$ cat config.mk
export PLATFORM = sky130hd
export DESIGN_NAME = ts_sequence_tracker
export DESIGN_NICKNAME = d
export VERILOG_FILES = /design/src/rtl/ts_sequence_tracker.sv
export SDC_FILE = /design/constraint.sdc
export NUM_CORES = 1
export LEC_CHECK = 0
export CORE_AREA = 2 2 99 101
export DETAILED_ROUTE_END_ITERATION = 7
export DIE_AREA = 0 0 101 103
export PLACE_DENSITY = 0.83
export SYNTH_ARGS = -nofsm -noshare
export SYNTH_HDL_FRONTEND = slang
export SYNTH_SLANG_ARGS = --single-unit
$ cat constraint.sdc
create_clock -name i_clk -period 2.32 [get_ports i_clk]
set_input_delay 0.464 -clock i_clk [delete_from_list [all_inputs] [get_ports i_clk]]
set_output_delay 0.464 -clock i_clk [all_outputs]
set_load 0.01 [all_outputs]
$ cat src/rtl/ts_sequence_tracker.sv
// Receive-side ordered-set classifier and consecutive TS1/TS2 tracker (Gen1/Gen2 path).
// One COM-aligned 16-symbol ordered set is consumed per valid beat; all outputs registered.
module ts_sequence_tracker #(
    parameter int unsigned COUNT_WIDTH  = 5,
    parameter int unsigned TARGET_COUNT = 8
) (
    input  logic                   i_clk,
    input  logic                   i_reset,
    input  logic                   i_os_valid,
    input  logic [127:0]           i_os_data,
    input  logic                   i_clear_count,
    output logic [1:0]             o_os_type,
    output logic [COUNT_WIDTH-1:0] o_ts_count,
    output logic                   o_ts1_seen,
    output logic                   o_ts2_seen,
    output logic [7:0]             o_link_num,
    output logic [7:0]             o_lane_num,
    output logic [7:0]             o_n_fts,
    output logic [7:0]             o_rate_id,
    output logic [7:0]             o_train_ctl,
    output logic                   o_os_update,
    output logic                   o_os_error
);

    localparam int unsigned SYM_W    = 8;
    localparam int unsigned NUM_SYM  = 16;
    localparam int unsigned FIELDS_W = 5 * SYM_W;

    localparam logic [SYM_W-1:0] SYM_COM = 8'hBC;
    localparam logic [SYM_W-1:0] SYM_TS1 = 8'h4A;
    localparam logic [SYM_W-1:0] SYM_TS2 = 8'h45;
    localparam logic [SYM_W-1:0] SYM_SKP = 8'h1C;

    localparam logic [1:0] TYPE_NONE = 2'd0;
    localparam logic [1:0] TYPE_TS1  = 2'd1;
    localparam logic [1:0] TYPE_TS2  = 2'd2;
    localparam logic [1:0] TYPE_SKP  = 2'd3;

    localparam logic [COUNT_WIDTH-1:0] COUNT_MAX    = '1;
    localparam logic [COUNT_WIDTH-1:0] COUNT_ONE    = COUNT_WIDTH'(1);
    localparam logic [COUNT_WIDTH-1:0] COUNT_TARGET = COUNT_WIDTH'(TARGET_COUNT);

    typedef enum logic [0:0] {
        S_IDLE  = 1'b0,
        S_TRACK = 1'b1
    } state_t;

    state_t                 r_state;
    state_t                 w_state_nxt;
    logic [1:0]             r_track_type;
    logic [1:0]             w_track_type_nxt;
    logic [COUNT_WIDTH-1:0] r_count;
    logic [COUNT_WIDTH-1:0] w_count_nxt;
    logic [FIELDS_W-1:0]    r_fields;
    logic [FIELDS_W-1:0]    w_fields_nxt;
    logic [1:0]             r_os_type;
    logic [1:0]             w_os_type_nxt;
    logic                   r_update;
    logic                   w_update_nxt;
    logic                   r_error;
    logic                   w_error_nxt;
    logic                   r_ts1_seen;
    logic                   r_ts2_seen;
    logic                   w_ts1_seen_nxt;
    logic                   w_ts2_seen_nxt;

    logic [SYM_W-1:0]       w_sym [NUM_SYM];
    logic                   w_tail_ts1;
    logic                   w_tail_ts2;
    logic                   w_is_skp;
    logic                   w_is_ts;
    logic                   w_malformed;
    logic [1:0]             w_cls_type;
    logic [FIELDS_W-1:0]    w_fields_in;

    // Split the beat into symbols and classify it as TS1/TS2/SKP/malformed.
    always_comb begin
        w_tail_ts1 = 1'b1;
        w_tail_ts2 = 1'b1;
        for (int k = 0; k < int'(NUM_SYM); k++) begin
            w_sym[k] = i_os_data[SYM_W*k +: SYM_W];
        end
        for (int k = 6; k < int'(NUM_SYM); k++) begin
            if (w_sym[k] != SYM_TS1) w_tail_ts1 = 1'b0;
            if (w_sym[k] != SYM_TS2) w_tail_ts2 = 1'b0;
        end
        w_fields_in = i_os_data[SYM_W +: FIELDS_W];
        w_is_skp    = 1'b0;
        w_is_ts     = 1'b0;
        w_cls_type  = TYPE_NONE;
        if (w_sym[0] == SYM_COM) begin
            if (w_tail_ts1) begin
                w_is_ts    = 1'b1;
                w_cls_type = TYPE_TS1;
            end else if (w_tail_ts2) begin
                w_is_ts    = 1'b1;
                w_cls_type = TYPE_TS2;
            end else if ((w_sym[1] == SYM_SKP) && (w_sym[2] == SYM_SKP) && (w_sym[3] == SYM_SKP)) begin
                w_is_skp   = 1'b1;
                w_cls_type = TYPE_SKP;
            end
        end
        w_malformed = !(w_is_ts || w_is_skp);
    end

    // Next-state and next-output logic; clearCount beats any set on the same beat.
    always_comb begin
        w_state_nxt      = r_state;
        w_track_type_nxt = r_track_type;
        w_count_nxt      = r_count;
        w_fields_nxt     = r_fields;
        w_os_type_nxt    = r_os_type;
        w_update_nxt     = 1'b0;
        w_error_nxt      = 1'b0;

        if (i_clear_count) begin
            w_count_nxt   = '0;
            w_os_type_nxt = TYPE_NONE;
            w_state_nxt   = S_IDLE;
        end else if (i_os_valid) begin
            if (w_malformed) begin
                w_error_nxt   = 1'b1;
                w_count_nxt   = '0;
                w_os_type_nxt = TYPE_NONE;
                w_state_nxt   = S_IDLE;
            end else if (w_is_skp) begin
                w_os_type_nxt = TYPE_SKP;
                w_update_nxt  = 1'b1;
            end else begin
                w_update_nxt     = 1'b1;
                w_os_type_nxt    = w_cls_type;
                w_track_type_nxt = w_cls_type;
                w_fields_nxt     = w_fields_in;
                w_state_nxt      = S_TRACK;
                if ((r_state == S_TRACK) && (w_cls_type == r_track_type) && (w_fields_in == r_fields)) begin
                    w_count_nxt = (r_count == COUNT_MAX) ? r_count : r_count + COUNT_ONE;
                end else begin
                    w_count_nxt = COUNT_ONE;
                end
            end
        end

        w_ts1_seen_nxt = (w_count_nxt >= COUNT_TARGET) && (w_track_type_nxt == TYPE_TS1);
        w_ts2_seen_nxt = (w_count_nxt >= COUNT_TARGET) && (w_track_type_nxt == TYPE_TS2);
    end

    // Tracking FSM state register.
    always_ff @(posedge i_clk) begin
        if (i_reset) begin
            r_state <= S_IDLE;
        end else begin
            r_state <= w_state_nxt;
        end
    end

    // Count, training fields and output registers.
    always_ff @(posedge i_clk) begin
        if (i_reset) begin
            r_track_type <= TYPE_NONE;
            r_count      <= '0;
            r_fields     <= '0;
            r_os_type    <= TYPE_NONE;
            r_update     <= 1'b0;
            r_error      <= 1'b0;
            r_ts1_seen   <= 1'b0;
            r_ts2_seen   <= 1'b0;
        end else begin
            r_track_type <= w_track_type_nxt;
            r_count      <= w_count_nxt;
            r_fields     <= w_fields_nxt;
            r_os_type    <= w_os_type_nxt;
            r_update     <= w_update_nxt;
            r_error      <= w_error_nxt;
            r_ts1_seen   <= w_ts1_seen_nxt;
            r_ts2_seen   <= w_ts2_seen_nxt;
        end
    end

    assign o_os_type   = r_os_type;
    assign o_ts_count  = r_count;
    assign o_ts1_seen  = r_ts1_seen;
    assign o_ts2_seen  = r_ts2_seen;
    assign o_link_num  = r_fields[0*SYM_W +: SYM_W];
    assign o_lane_num  = r_fields[1*SYM_W +: SYM_W];
    assign o_n_fts     = r_fields[2*SYM_W +: SYM_W];
    assign o_rate_id   = r_fields[3*SYM_W +: SYM_W];
    assign o_train_ctl = r_fields[4*SYM_W +: SYM_W];
    assign o_os_update = r_update;
    assign o_os_error  = r_error;

endmodule
# --- After elaboration in Yosys (flattened, before gate mapping) ---
# Cells that the tools add are included.
op_classes:
  add_sub_neg: 1
  magnitude_cmp: 1
  eq_ne: 30
  muxes: 47
  bitwise_logic: 3
  reduce_logical: 11
ops:
  columns: ["op", "count"]
  rows:
  - ["$ne A8 B7 Y1 const B", 20]
  - ["$eq A40 B40 Y1", 1]
  - ["$mux W1", 31]
  - ["$mux W5", 6]
  - ["$eq A8 B5 Y1 const B", 3]
  - ["$mux W2", 10]
  - ["$eq A8 B8 Y1 const B", 1]
  - ["$logic_and A1 B1 Y1", 6]
  - ["$add A5 B1 Y5 const B", 1]
  - ["$eq A5 B5 Y1 const B", 1]
  - ["$ge A5 B4 Y1 const B", 1]
  - ["$reduce_and A4 Y1", 1]
  - ["$not A1 Y1", 3]
  - ["$reduce_or A3 Y1", 1]
  - ["$eq A2 B1 Y1 const B", 1]
  - ["$eq A2 B2 Y1", 1]
  - ["$eq A2 B2 Y1 const B", 1]
  - ["$ne A2 B2 Y1 const B", 1]
  - ["$reduce_and A2 Y1", 1]
  - ["$reduce_or A2 Y1", 1]
  - ["$logic_or A1 B1 Y1", 1]
word_totals:
  register_bits: 54
  input_bits: 132
  word_cells: 102

# --- Logic depth before layout (Yosys ltp) ---
# Gate-level depths: netlist (run 1).
depth:
  word_depth: 24
  mapped_depth: 11

# --- Worst setup path after synthesis (run 1) ---
# No wires, ideal clock.
synth_path:
  kind: "input-to-reg"
  start: "input i_os_data[76]"
  end: "register r_fields[11]"
  setup_ps: 132
  arrival_time_ps: 2329
  t_required_ps: 2188
  path_slack_ps: -141
  stages: 11
  path_buffers: 3
  cell_sequence: "nor4b_1 > nand4_1 > nor3_4 > and2_1 > buf_4 > o21ai_2 > or3_1 > buf_2 > buf_6 > nand2_1 > a21oi_1"
synth_via:
  elab_chain_len: 13
  elab_cells_between_ends: 25
synth_lines:
  columns: ["item", "line", "source"]
  rows:
  - ["start, declared", "10", "input logic [127:0] i_os_data,"]
  - ["$ne A8 B7 Y1", "85", "if (w_sym[k] != SYM_TS2) w_tail_ts2 = 1'b0;"]
  - ["$mux W1 (7 in a row)", "85", null]
  - ["$mux W1", "95", "end else if (w_tail_ts2) begin"]
  - ["$mux W1", "92", "if (w_tail_ts1) begin"]
  - ["$mux W1", "91", "if (w_sym[0] == SYM_COM) begin"]
  - ["$logic_or A1 B1 Y1 or $not A1 Y1 (tied branches)", null, null]
  - ["$reduce_and A4 Y1 (no source line) (*)", null, null]
  - ["end signal, assigned", "170", "r_fields <= w_fields_nxt;"]
  - ["end, declared", "54", "logic [FIELDS_W-1:0] r_fields;"]
# Mark *: on every way between the ends. The rest lies on a longest branch, timed or not.
# A chain may end at the register's enable or synchronous reset.

# --- Worst setup path in the final report (run 1) ---
layout_path:
  start: "input i_os_data[37]"
  end: "register r_ts2_seen (netlist: o_ts2_seen)"
layout_via:
  elab_chain_len: 9
layout_lines:
  columns: ["item", "line", "source"]
  rows:
  - ["$eq A40 B40 Y1", "135", "if ((r_state == S_TRACK) && (w_cls_type == r_track_type) && (w_fields_in == r_fields)) begin"]
  - ["$logic_and A1 B1 Y1", "135", null]
  - ["$mux W5", "135", null]
  - ["$mux W5", "126", "end else if (w_is_skp) begin"]
  - ["$mux W5", "121", "if (w_malformed) begin"]
  - ["$mux W5", "120", "end else if (i_os_valid) begin"]
  - ["$mux W5", "116", "if (i_clear_count) begin"]
  - ["$ge A5 B4 Y1", "144", "w_ts2_seen_nxt = (w_count_nxt >= COUNT_TARGET) && (w_track_type_nxt == TYPE_TS2);"]
  - ["$logic_and A1 B1 Y1", "144", null]
  - ["end signal, assigned", "175", "r_ts2_seen <= w_ts2_seen_nxt;"]
  - ["end, declared", "63", "logic r_ts2_seen;"]
# No other way between the ends.

==> results of run 1 <==
## power by group through the flow
stage	Clock (mW)	Sequential, mW	Combinational (mW)
4_1_cts	0.532	0.929	0.391
2_1_floorplan	0	0.951	0.0829
3_3_place_gp	0	0.951	0.392
6_report	0.529	0.929	0.420
5_1_grt	0.574	0.930	0.439
3_5_place_dp	0	0.951	0.397
## sequential cells by signal (all words and copies together) (netlist names)
signal and count:
r_fields 40, o_ts_count 5, o_os_type 2, r_track_type 2, o_os_error 1, o_os_update 1
o_ts1_seen 1, o_ts2_seen 1, r_state 1
## timing repair
item                       in CTS  in global routing
hold buffers                    0                  0
setup buffers                  25                  4
setup endpoints to repair      53                 48
gates resized for setup       509                 81
cloned                          8                  1
pin swaps                     126                 54
## per-layer routing
layer  wire (um)  vias to the layer above  track usage (%)
met5           0                        -                0
met4         641                        0             12.4
met3        1050                       49             5.36
met2        8340                      226             54.8
met1        5230                     2034             28.0
li1            -                     1974                -
## worst min-delay path, stage by stage
cell and delay (ns):
buf_4 0.14, nand2_4 0.06, a21oi_2 0.04
## area by class of cell
class	instances	area [um2]	area share [%]
diodes	1	2.50	0.0369
clock buffers	6	72.6	1.07
clock inverters	1	7.51	0.111
inverters	4	15.0	0.221
multi-input cells	323	2920	43.1
flip-flops and latches	54	1080	16.0
well taps	114	143	2.10
repair buffers	278	2530	37.4
## logic make-up (layout without fill, tap and decap cells)
logic type	Yosys count	in the layout
AO/OA/AOI/OAI	71	71
adder cells (fa/ha/maj)	1	1
AND/OR/NAND/NOR	208	208
XOR/XNOR	41	41
other	0	1
flip-flops	54	54
multiplexers	2	2
buffers and inverters	22	289
## synth_stat cells, drive strengths merged
cell | instances | area, um2
nand2 | 93 | 349
a211oi | 1 | 7.51
a21oi | 50 | 250
a2111oi | 2 | 36.3
a211o | 1 | 10.0
and4bb | 2 | 25.0
o21a | 1 | 7.51
nor3 | 8 | 56.3
o311a | 1 | 10.0
o2111ai | 2 | 17.5
and3 | 2 | 12.5
inv | 4 | 15.0
nand3 | 8 | 40.0
clkbuf | 7 | 26.3
o21ai | 4 | 27.5
a311oi | 2 | 17.5
o22ai | 2 | 12.5
or4 | 1 | 7.51
o31a | 1 | 8.76
nor4bb | 15 | 150
nand4 | 18 | 113
or2 | 2 | 12.5
ha | 1 | 12.5
xnor2 | 20 | 175
and4b | 2 | 20.0
mux2i | 2 | 20.0
a21o | 1 | 7.51
nor2b | 1 | 6.26
a31oi | 2 | 12.5
and4 | 1 | 8.76
dfxtp | 54 | 1080
and2 | 1 | 6.26
nand2b | 1 | 6.26
buf | 11 | 81.3
nor4 | 12 | 105
nor2 | 27 | 101
o31ai | 1 | 7.51
or3 | 3 | 18.8
nor4b | 11 | 121
xor2 | 21 | 184
## worst max path at each step
stage	start	slack (ns)	end
CTS	r_fields[1]$_SDFFE_PP0P_	-0.30	o_ts_count[1]$_SDFF_PP0_
floorplan	i_os_data[115]	-0.11	o_ts_count[0]$_SDFF_PP0_
detailed placement	i_os_data[50]	-1.05	o_ts2_seen$_SDFF_PP0_
global placement	i_os_data[74]	-0.98	o_ts1_seen$_SDFF_PP0_
global route	r_fields[7]$_SDFFE_PP0P_	-0.44	o_ts_count[1]$_SDFF_PP0_
finish	i_os_data[37]	-0.40	o_ts2_seen$_SDFF_PP0_
==> impl_metrics.py, run 1 <==
metrics = {
    "finish": {
        "fillers": 689,
        "final_net_count": 799,
        "final_common_cell": "buf_4",
        "finalNonFillerCells": 781,
        "drive_above_1_share_pct": 48.3,
        "final_area_um2": 6780,
        "layout_common_cells": "73 x buf_4, 67 x clkdlybuf4s50_1, 52 x dfxtp_1",
        "syn_to_final_growth_pct": 113,
        "fin_util_pct": 71.7,
    },
    "pwr": {
        "ir_drop_v": 0.000207,
        "switching_share_pct": 27.2,
        "power_density_nw_per_um2": 277,
        "p_clk_share_pct": 28.2,
        "netSwitchingPower_mw": 0.510,
        "leakagePower_nw": 2.80,
        "comb_power_share_pct": 22.3,
        "cellInternalPower_mw": 1.37,
        "pwr-share-seq_pct": 49.5,
        "finalPower_mw": 1.88,
    },
    "min_path": {
        "min_from": "i_os_data[21]",
        "hold_path.class": "primary input to flop",
        "holdPathStages": 3,
        "holdPathEnd": "r_fields[13]$_SDFFE_PP0P_",
    },
    "critical_path": {
        "cp.required_ns": 2.55,
        "critPathMaxFanout": 3,
        "crit_path_end_kind": "flop",
        "cp.arrival_ns": 2.96,
        "critPathBufInv": 4,
        "r2r_end": "o_ts2_seen$_SDFF_PP0_",
        "worst_path_max_delay_cell": "clkdlybuf4s50_1",
        "cpPeakStageDelay_ns": 0.54,
        "r2r_setup_slack_ns": -0.35,
        "crit_cells": 11,
        "setup.worst_path.start_class": "primary input",
        "r2r_cells": 12,
        "reg2reg_from": "r_fields[7]$_SDFFE_PP0P_",
        "worstSetupPathType": "primary input to flop",
        "crit_chain": "clkdlybuf4s50_1 -> xnor2_1 -> nand4_1 -> nor4_2 -> buf_4 -> nand2_4 -> buf_6 -> a2111oi_4 -> buf_4 -> a21oi_2 -> nor3_2",
        "cp_common_cell": "buf_4",
        "crit_family": "buffers and inverters",
    },
    "route": {
        "viasPerCell": 5.48,
        "ant_nets": 0,
        "vias": 4283,
        "drc": 0,
        "routed_wl_mm": 15.3,
        "drt_iter0_markers": 145,
        "drtPass1Iterations": 4,
        "wl_per_cell_um": 19.5,
    },
    "die": {
        "num_io_pins": 183,
        "dieArea_um2": 10400,
        "die_w_um": 101,
        "core_area_um2": 9460,
        "fp.dieH_um": 103,
        "rows": 36,
        "initial_utilization_pct": 33.7,
    },
    "cts": {
        "cts_tree": "yes",
        "clk_pin_slew_ns": 0.10,
        "worstSkewPairLatency_ns": 0.30,
        "cts_buffer_depth": 2,
        "clock_sinks": 54,
        "clockRootBuffer": "clkbuf_8",
        "cts_buffers": 5,
        "cts.htree.levels": 2,
    },
    "sta": {
        "min_period_ns": 2.72,
        "hold_viol": 0,
        "rsz0062_at_grt": "yes",
        "fin_crit_sh_pct": 117,
        "worstMarginPinSlew_ns": 0.562,
        "drv_slew": 0,
        "fmax_ghz": 0.367,
        "fin_worst_skew_ns": 0.00629,
        "timing.hold.ws_ns": 0.437,
        "slew-limit-headroom_pct": 62.6,
        "setup_ws_ns": -0.405,
        "setup_tns_ns": -8.59,
        "setup_violations": 47,
    },
    "synthesis": {
        "synth_xor_area_share_pct": 11.3,
        "syn_avg_cell_area_um2": 7.99,
        "synth_cell_type_count": 49,
        "ys_ff_latch": 54,
        "yosysSeqAreaShare_pct": 33.9,
        "yosys.area_share.simple_pct": 36.4,
        "synth-adder-area-share_pct": 0.392,
        "yosys_warnings": 0,
        "syn_inst": 399,
        "synthMuxAreaShare_pct": 0.628,
        "synth_compound_area_share_pct": 13.6,
        "synth_area_um2": 3190,
        "synth_top_family_by_area": "simple AND/OR/NAND/NOR gates",
        "synthesis.nets": 532,
    },
    "placed_design": {
        "dp_hpwl_mm": 9.70,
        "placed_cell_area_um2": 5580,
        "dp_slack_ns": -1.05,
        "numPortBuffers": 182,
        "dp_cells": 739,
        "gp_congestion": 0.866,
    },
    "global_route": {
        "grt_first_pass_wirelength_mm": 22.2,
        "grt_pass1_vias": 4495,
        "grt_antenna_before_repair": 1,
        "grt_max_degree": 32,
        "track_usage_pct": 27.7,
        "overflow": 0,
    },
    "outcome": {
        "failed_checks": "negative setup slack",
        "status": "complete, but fails checks",
    },
    "job": {
        "maxCapViolCount": 0,
    },
}
(Power assumes the default switching activity.)
==> inputs of run 2 (changes only) <==
--- a/config.mk
+++ b/config.mk
@@ -5,6 +5,7 @@
 export SDC_FILE = /design/constraint.sdc
 export NUM_CORES = 1
 export LEC_CHECK = 0
+export ABC_CLOCK_PERIOD_IN_PS = 2320
 export CORE_AREA = 2 2 99 101
 export DETAILED_ROUTE_END_ITERATION = 7
 export DIE_AREA = 0 0 101 103
==> results of run 2 <==
The final DEF is identical to that of run 1; final timing and power are the same.
